==> src/rtl/doc_uart_sender.sv <==
// doc_uart_sender
// Streams the visible document grid out over a UART TX line (8N1) when the
// send button is pressed. Cells are read row by row through the document
// read port; every row is followed by CR LF. A one-cycle done pulse marks
// the end of the transfer and is used to clear the editor.
//
// Ports:
//   clk          system clock
//   rst          asynchronous, active-high reset
//   send_data    debounced send button level (rising edge starts a transfer)
//   read_enable  high for the single cycle the block reads the document
//   read_addr    document address {row[3:0], col[4:0]}
//   read_data    document byte at read_addr (combinational RAM read)
//   tx           UART serial output, idle high
//   busy         high from the accepted request through the done cycle
//   done         one-cycle pulse after the final LF stop bit
//
// state | meaning
// ------+---------------------------------------------------------------
// IDLE  | waiting for a rising edge on send_data
// FETCH | read the document cell {row,col}, latch it into the shift reg
// START | start bit (tx=0) for CLKS_PER_BIT cycles
// DATA  | 8 data bits, LSB first, CLKS_PER_BIT cycles each
// STOP  | stop bit (tx=1) for CLKS_PER_BIT cycles
// NEXT  | choose next byte: next cell, CR, LF, next row, or finish
// DONE  | pulse done for one cycle, then back to IDLE

module doc_uart_sender #(
   parameter int CLKS_PER_BIT = 868,
   parameter int ROWS         = 15,
   parameter int COLS         = 20
) (
   input  logic       clk,
   input  logic       rst,
   input  logic       send_data,
   output logic       read_enable,
   output logic [8:0] read_addr,
   input  logic [7:0] read_data,
   output logic       tx,
   output logic       busy,
   output logic       done
);

   localparam int            BW        = (CLKS_PER_BIT > 1) ? $clog2(CLKS_PER_BIT) : 1;
   localparam logic [BW-1:0] BAUD_LAST = BW'(CLKS_PER_BIT - 1);
   localparam logic [4:0]    COL_LAST  = 5'(COLS - 1);
   localparam logic [3:0]    ROW_LAST  = 4'(ROWS - 1);

   localparam logic [1:0] PH_CHAR = 2'd0;
   localparam logic [1:0] PH_CR   = 2'd1;
   localparam logic [1:0] PH_LF   = 2'd2;

   typedef enum logic [2:0] {
      S_IDLE  = 3'd0,
      S_FETCH = 3'd1,
      S_START = 3'd2,
      S_DATA  = 3'd3,
      S_STOP  = 3'd4,
      S_NEXT  = 3'd5,
      S_DONE  = 3'd6
   } state_t;

   state_t          state;
   state_t          state_nxt;
   logic            send_q;
   logic            start;
   logic [3:0]      row;
   logic [4:0]      col;
   logic [1:0]      phase;
   logic [7:0]      shreg;
   logic [2:0]      bit_idx;
   logic [BW-1:0]   baud_cnt;
   logic            baud_end;

   assign start    = send_data & ~send_q;
   assign baud_end = (baud_cnt == BAUD_LAST);

   // row/col only move on the way into FETCH, so the address naturally
   // holds its last value in every other state.
   assign read_addr = {row, col};

   always_ff @(posedge clk or posedge rst) begin
      if (rst) begin
         state    <= S_IDLE;
         send_q   <= 1'b0;
         row      <= '0;
         col      <= '0;
         phase    <= PH_CHAR;
         shreg    <= '0;
         bit_idx  <= '0;
         baud_cnt <= '0;
      end else begin
         state  <= state_nxt;
         send_q <= send_data;
         case (state)
            S_IDLE: begin
               if (start) begin
                  row   <= '0;
                  col   <= '0;
                  phase <= PH_CHAR;
               end
            end
            S_FETCH: begin
               // Empty cells are stored as 0; send them as spaces.
               shreg    <= (read_data == 8'h00) ? 8'h20 : read_data;
               baud_cnt <= '0;
            end
            S_START: begin
               if (baud_end) begin
                  baud_cnt <= '0;
                  bit_idx  <= '0;
               end else begin
                  baud_cnt <= baud_cnt + 1'b1;
               end
            end
            S_DATA: begin
               if (baud_end) begin
                  baud_cnt <= '0;
                  bit_idx  <= bit_idx + 1'b1;
               end else begin
                  baud_cnt <= baud_cnt + 1'b1;
               end
            end
            S_STOP: begin
               if (baud_end) begin
                  baud_cnt <= '0;
               end else begin
                  baud_cnt <= baud_cnt + 1'b1;
               end
            end
            S_NEXT: begin
               baud_cnt <= '0;
               case (phase)
                  PH_CHAR: begin
                     if (col == COL_LAST) begin
                        shreg <= 8'h0D;
                        phase <= PH_CR;
                     end else begin
                        col <= col + 1'b1;
                     end
                  end
                  PH_CR: begin
                     shreg <= 8'h0A;
                     phase <= PH_LF;
                  end
                  default: begin
                     if (row != ROW_LAST) begin
                        row   <= row + 1'b1;
                        col   <= '0;
                        phase <= PH_CHAR;
                     end
                  end
               endcase
            end
            default: ;
         endcase
      end
   end

   always_comb begin
      state_nxt = state;
      case (state)
         S_IDLE:  if (start) state_nxt = S_FETCH;
         S_FETCH: state_nxt = S_START;
         S_START: if (baud_end) state_nxt = S_DATA;
         S_DATA:  if (baud_end && (bit_idx == 3'd7)) state_nxt = S_STOP;
         S_STOP:  if (baud_end) state_nxt = S_NEXT;
         S_NEXT: begin
            case (phase)
               PH_CHAR: state_nxt = (col == COL_LAST) ? S_START : S_FETCH;
               PH_CR:   state_nxt = S_START;
               default: state_nxt = (row == ROW_LAST) ? S_DONE : S_FETCH;
            endcase
         end
         S_DONE:  state_nxt = S_IDLE;
         default: state_nxt = S_IDLE;
      endcase
   end

   // Outputs decode the state register directly, so an asynchronous reset
   // returns tx/busy/read_enable to idle without waiting for a clock.
   always_comb begin
      read_enable = 1'b0;
      busy        = 1'b1;
      done        = 1'b0;
      tx          = 1'b1;
      case (state)
         S_IDLE:  busy = 1'b0;
         S_FETCH: read_enable = 1'b1;
         S_START: tx = 1'b0;
         S_DATA:  tx = shreg[bit_idx];
         S_DONE:  done = 1'b1;
         default: ;
      endcase
   end

endmodule

==> config.mk <==
export PLATFORM = sky130hd
export DESIGN_NAME = doc_uart_sender
export DESIGN_NICKNAME = d
export VERILOG_FILES = /design/src/rtl/doc_uart_sender.sv
export SDC_FILE = /design/constraint.sdc
export NUM_CORES = 1
export LEC_CHECK = 0
export ABC_AREA = 1
export CAP_MARGIN = 20
export CORE_MARGIN = 1
export CORE_UTILIZATION = 35
export CTS_CLUSTER_SIZE = 24
export DETAILED_ROUTE_END_ITERATION = 10
export SLEW_MARGIN = 20
export SYNTH_ARGS = -nofsm -noshare
export SYNTH_HDL_FRONTEND = slang
export SYNTH_SLANG_ARGS = --single-unit
==> constraint.sdc <==
create_clock -name clk -period 1.5 [get_ports clk]
set_input_delay 0.3 -clock clk [delete_from_list [all_inputs] [get_ports clk]]
set_output_delay 0.3 -clock clk [all_outputs]
set_load 0.05 [all_outputs]
==> metrics, run 1 <==
Reg2Reg Launch Point state[1]; # fillers 533; final wirelength between 5000 and 6000 um; storage element area roughly 910 um^2; minimum clock period between 1500 and 2000 ps; Worst path max stage delay 440 ps; Setup WS pre-CTS -74.0 ps; vias in the first global route around 1800; LEAKAGE 1.59 nW; Pins Over Slew Limit 0; failing checks setup timing; crit path from state[1]; area occupied by multi-input gates about 0.0012 mm^2; vias per std cell about 4.8; startpoint types flip-flop; Layout area overhead 53.7%; Slew @ Worst Pin 418 ps; CTS tree yes; Final setup violation count 14; Fin Hold WS 358 ps; largest net degree at the start of global routing 37; Syn Nets about 300; Final Cycle Share 113%; Ant. Diodes 0; CP max stage cell dfrtp_2; Placer Congestion 0.795; CTS Sinks 36; first-pass GRT wire length 8270 um; cts bufs inserted 5; drt drc 0; core area approximately 0.0059 mm^2; total congestion overflow 0; Synth Cell Area around 0.0021 mm^2; Worst VDD drop ~970 uV; layout cells sized above 1 about 37%; crit-path cells buf_6, nand2_1, buf_4, inv_2, nand2_2, buf_12; Root Buffer clkbuf_8; Max Fclk between 500 and 600 MHz; via count about 2100; initial antenna violation count 0; synthesized instance count approximately 290; Crit. End Element primary output; r2r worst-path depth 9; clock skew ~11 ps; max capacitance violation total 0; die area between 0.006 and 0.007 mm^2; crit path DAT about 1400 ps; Crit Path Category flip-flop to primary output; clock-pin slew on the worst setup and hold paths 80 ps; floorplan row count 28; Clock Path Buffers 2; final hold vios 0; post-synthesis sequential area ratio around 42%; Iter 0 DRT Violations between 100 and 150; I/O Buffers 23; Die W between 80 and 90 um; Clk Latency, worst-skew pair between 200 and 300 ps; highest-count cells in the layout ignoring fill and taps nand2_1 (62), inv_1 (37), buf_4 (33); cell total after placement 412; Finished Core Util 55.7%; status finished with violations; reg-to-reg slack, setup -80 ps; register bit total from synthesis 36; wire per inst around 12 um; Layout Cells excl Fill about 440; most common cell after layout, fill and taps aside nand2_1; CP Max Fanout 4; # nets final 380; pwr dens between 1500 and 2000 mW/mm^2; RSZ-0062 raised after global routing yes; I/O pin count 24; YS warnings 0; H-tree depth 2; Critical Path RT between 1000 and 1500 ps; min-delay worst type input port to asynchronous set/reset pin; synth unique cells 28; final worst slack -201 ps; Hold Buf Count CTS 0; TritonRoute pass-1 iters 4; Slew Limit Headroom just over 70%; Synth Area per Inst about 7.3 um^2; HPWL after DPL around 3600 um; Tot GR Track Use around 17%; DRT antenna net count 0; Initial Utilization 36.2%; DIE HEIGHT 80.1 um; Power Total approximately 5.6 mW
registers in the layout, summed over array words and instances (netlist names):
register,count
baud_cnt,10
shreg,8
col,5
row,4
bit_idx,3
state,3
phase,2
send_q,1
stage by stage:
stage | instance area [um^2] | TNS [ps]
floorplan | 2170 | -37.7
global placement | 2800 | -168
CTS | 3000 | -478
finish | 3280 | -787
detailed placement | 2800 | -468
global route | 3280 | -2230
Yosys cell counts (all sizes together):
library cell / n / area share, %
ha: 6 / 3.5
nand3: 25 / 6.3
o21ai: 23 / 6.1
a21oi: 6 / 1.4
o22ai: 1 / 0.59
o211ai: 3 / 1.1
nand4: 5 / 1.5
nor3: 10 / 2.3
nor2: 32 / 6.6
inv: 47 / 8.4
and2: 1 / 0.29
buf: 2 / 0.70
or2: 3 / 0.88
a31oi: 1 / 0.29
o21bai: 1 / 0.35
clkbuf: 1 / 0.18
xor2: 3 / 1.2
dfrtp: 36 / 42
nand2: 85 / 16
kinds of logic after synthesis:
family                     Yosys count  share of synthesized area, %
xor gates and xnor gates             3                          1.23
adders and majority gates            6                          3.52
DFF                                 36                          42.3
AOI/OAI and AO/OA                   35                          9.80
and+or+nand+nor                    161                          33.9
buffers and inverters               50                          9.27
power breakdown:
part / internal, mW / leakage (nW) / switching [mW] / total [mW]
logic: 1.59 / 1.08 / 1.88 / 3.47
clock network: 0.375 / 0.0455 / 0.351 / 0.726
registers: 1.24 / 0.465 / 0.201 / 1.44
critical path, delay by kind of cell (launching register included):
family	cells	cell delay (ps)
buf+inv	4	460
flops	1	440
simple gates	2	200
routing by layer:
metal | share of wire, % | track usage (%) | wire length [um] | vias up
met5 | 0 | 0 | 0 | -
met4 | 1.3 | 5.89 | 69 | 0
met3 | 3.4 | 3.41 | 185 | 6
met2 | 48 | 25.4 | 2600 | 37
met1 | 47 | 23.4 | 2580 | 976
li1 | - | - | - | 1069
final timing paths:
| kind | endpoint |
|---|---|
| worst min-delay path | baud_cnt[5] |
| min in group clk | send_q |
| worst max-delay path | tx |
| worst min register to register | shreg[0] |
| worst max register to register | row[2] |
| max in group asynchronous | state[2] |
area by class of cell:
| cell class | instances | area share, % |
|---|---|---|
| Multi-Input combinational cell | 205 | 38.0 |
| Sequential cell | 36 | 27.8 |
| Timing Repair Buffer | 68 | 22.8 |
| Inverter | 47 | 5.84 |
| Tap cell | 75 | 2.86 |
| Clock buffer | 8 | 2.75 |
timing repair:
item	in CTS	in global routing
pin swaps	3	20
setup endpoints to repair	11	36
buffers inserted	7	15
gates resized for setup	18	64
Power figures use the tool's default switching activity.
==> run 2: changes to the inputs <==
Settings changed: CORE_UTILIZATION 35 to 45, PLACE_DENSITY set to 0.69.
==> metrics, run 2 (synthesis results as in run 1) <==
Worst VDD drop 945 uV (was 970 uV); Ant. Diodes 0 (unchanged); wire length on met3 196 um (was 185 um); Top Metal Used met4 (unchanged); reg-to-reg slack, setup -70 ps (was -80 ps); Slew Limit Headroom 69.4% (was 71.9%); most common cell after layout, fill and taps aside nand2_1 (unchanged); Crit. End Element primary output (unchanged); drt drc 0 (unchanged); I/O pin count 24 (unchanged); final wirelength 5110 um (was 5430 um); Pins Over Slew Limit 0 (unchanged); I/O Buffers 23 (unchanged); Largest register FFs 10 (unchanged); vias in the first global route 1855 (was 1831); highest-count cells in the layout ignoring fill and taps nand2_1 (68), inv_1 (39), dfrtp_1 (30) (was nand2_1 (62), inv_1 (37), buf_4 (33)); Clock power frac 14.1% (was 12.9%); pwr dens 1710 mW/mm^2 (was 1720 mW/mm^2); crit path DAT 1400 ps (about the same); cell total after placement 385 (was 412); Clock Path Buffers 2 (unchanged); Critical Path RT 1200 ps (about the same); Final setup violation count 10 (was 14); clock-pin slew on the worst setup and hold paths 80 ps (about the same); core area 0.00444 mm^2 (was 0.00589 mm^2); final hold vios 0 (unchanged); Placer Congestion 0.839 (was 0.795); Internal 2.96 mW (was 3.20 mW); # nets final 366 (was 380); combinational power share 58.8% (was 61.5%); Final Cycle Share 114% (was 113%); Largest regs baud_cnt (10), shreg (8), col (5) (unchanged); CP max stage cell dfrtp_1 (was dfrtp_2); RSZ-0062 raised after global routing yes (unchanged); total congestion overflow 0 (unchanged); CTS Sinks 36 (unchanged); Root Buffer clkbuf_8 (unchanged); DRT antenna net count 0 (unchanged); Reg power frac 27.1% (was 25.6%); H-tree depth 2 (unchanged); Crit Path Category flip-flop to primary output (unchanged); via count 2031 (was 2088); min-delay worst type input port to asynchronous set/reset pin (unchanged); Final Cell Area 0.00308 mm^2 (was 0.00328 mm^2); wire per inst 12.7 um (was 12.4 um); CTS tree yes (unchanged); WL met2 2400 um (was 2600 um); Setup WS pre-CTS -62.8 ps (was -74.0 ps); first-pass GRT wire length 8180 um (was 8270 um); Most flops, register baud_cnt (unchanged); HPWL after DPL 3370 um (was 3590 um); Clk Latency, worst-skew pair 300 ps (was 290 ps); final worst slack -203 ps (was -201 ps); Tot GR Track Use 20.9% (was 16.7%); minimum clock period 1700 ps (about the same); clock skew 6.51 ps (was 11.2 ps); cts bufs inserted 5 (unchanged); crit-path cells buf_6, o211ai_1, nand3_1, nand3_2, nand2_2, buf_12 (was buf_6, nand2_1, buf_4, inv_2, nand2_2, buf_12); Layout area overhead 44.7% (was 53.7%); failing checks setup timing (unchanged); initial antenna violation count 0 (unchanged); status finished with violations (unchanged); max capacitance violation total 0 (unchanged); Max Fclk 587 MHz (was 588 MHz); Die W 70.8 um (was 80.1 um); layout cells sized above 1 32.6% (was 37.4%); Iter 0 DRT Violations 137 (was 116); CP Max Fanout 6 (was 4); largest net degree at the start of global routing 37 (unchanged); dpl cell area 0.00274 mm^2 (was 0.00280 mm^2); P_sw 2.32 mW (was 2.43 mW); Initial Utilization 48.0% (was 36.2%); Met1 Routed Length 2450 um (was 2580 um); Finished Core Util 69.4% (was 55.7%); DIE HEIGHT 70.8 um (was 80.1 um); Layout Cells excl Fill 402 (was 439); Hold Buf Count CTS 0 (unchanged); LEAKAGE 1.52 nW (was 1.59 nW); die area 0.00502 mm^2 (was 0.00641 mm^2); floorplan row count 24 (was 28); startpoint types flip-flop (unchanged); vias per std cell 5.05 (was 4.76); Slew @ Worst Pin 458 ps (was 418 ps); switching part of the total 43.9% (was 43.2%); Worst path max stage delay 410 ps (was 440 ps); TritonRoute pass-1 iters 6 (was 4)
-- run 2: cell types whose count changed in the layout (fill, tap and decap cells not counted), sizes merged --
cell	change
buf	-14
clkbuf	-2
clkinv	+2
-- run 2: path summary, 6_finish.rpt --
check / from / to / cells past startpoint
max: bit_idx[0] / tx / 6
min: rst / baud_cnt[5] / 3
max reg2reg: state[1] / row[3] / 9
min reg2reg: shreg[0] / shreg[0] / 2
max in group asynchronous: rst / state[0] / 3
min in group clk: send_data / send_q / 1
-- run 2: repair_timing --
| item | CTS | global route |
|---|---|---|
| hold endpoints to repair | 0 | 0 |
| resized for setup | 7 | 49 |
| pin swaps | 1 | 14 |
| endpoints found under the setup margin | 4 | 35 |
| setup buffers | 6 | 4 |
-- run 2: final cells by class --
cell class                 instances  area, um^2
clock buffer                       6        82.6
inverter                          47         186
tap                               52        65.1
timing repair buffer              54         627
clock inverter                     2        10.0
fill                             346        1360
multi-input combinational        205        1200
sequential                        36         908
-- run 2: power by group through the flow --
stage,registers (mW),logic (mW),clock network (mW)
CTS,1.41,2.75,0.744
global placement,1.43,2.58,0
floorplan,1.65,1.36,0
global route,1.46,3.38,0.775
finish,1.43,3.11,0.744
detailed placement,1.44,2.61,0
-- run 2: critical path, delay by kind of cell, from the launching register on --
| family | cells | cell delay [ps] |
|---|---|---|
| buf+inv | 2 | 290 |
| compound gates | 1 | 160 |
| simple gates | 3 | 250 |
| flops | 1 | 410 |
-- run 2: per-layer routing --
metal | track usage, % | vias to the layer above
li1 | - | 1051
met1 | 29.5 | 931
met2 | 31.2 | 43
met3 | 5.27 | 6
met4 | 7.78 | 0
met5 | 0 | -
-- run 2: through the flow --
stage	power (mW)	TNS [ps]	hold slack [ps]
floorplan	3.00	-37.7	331
global placement	4.02	-88.1	470
detailed placement	4.05	-255	476
CTS	4.90	-752	346
global route	5.61	-1520	382
finish	5.28	-519	330
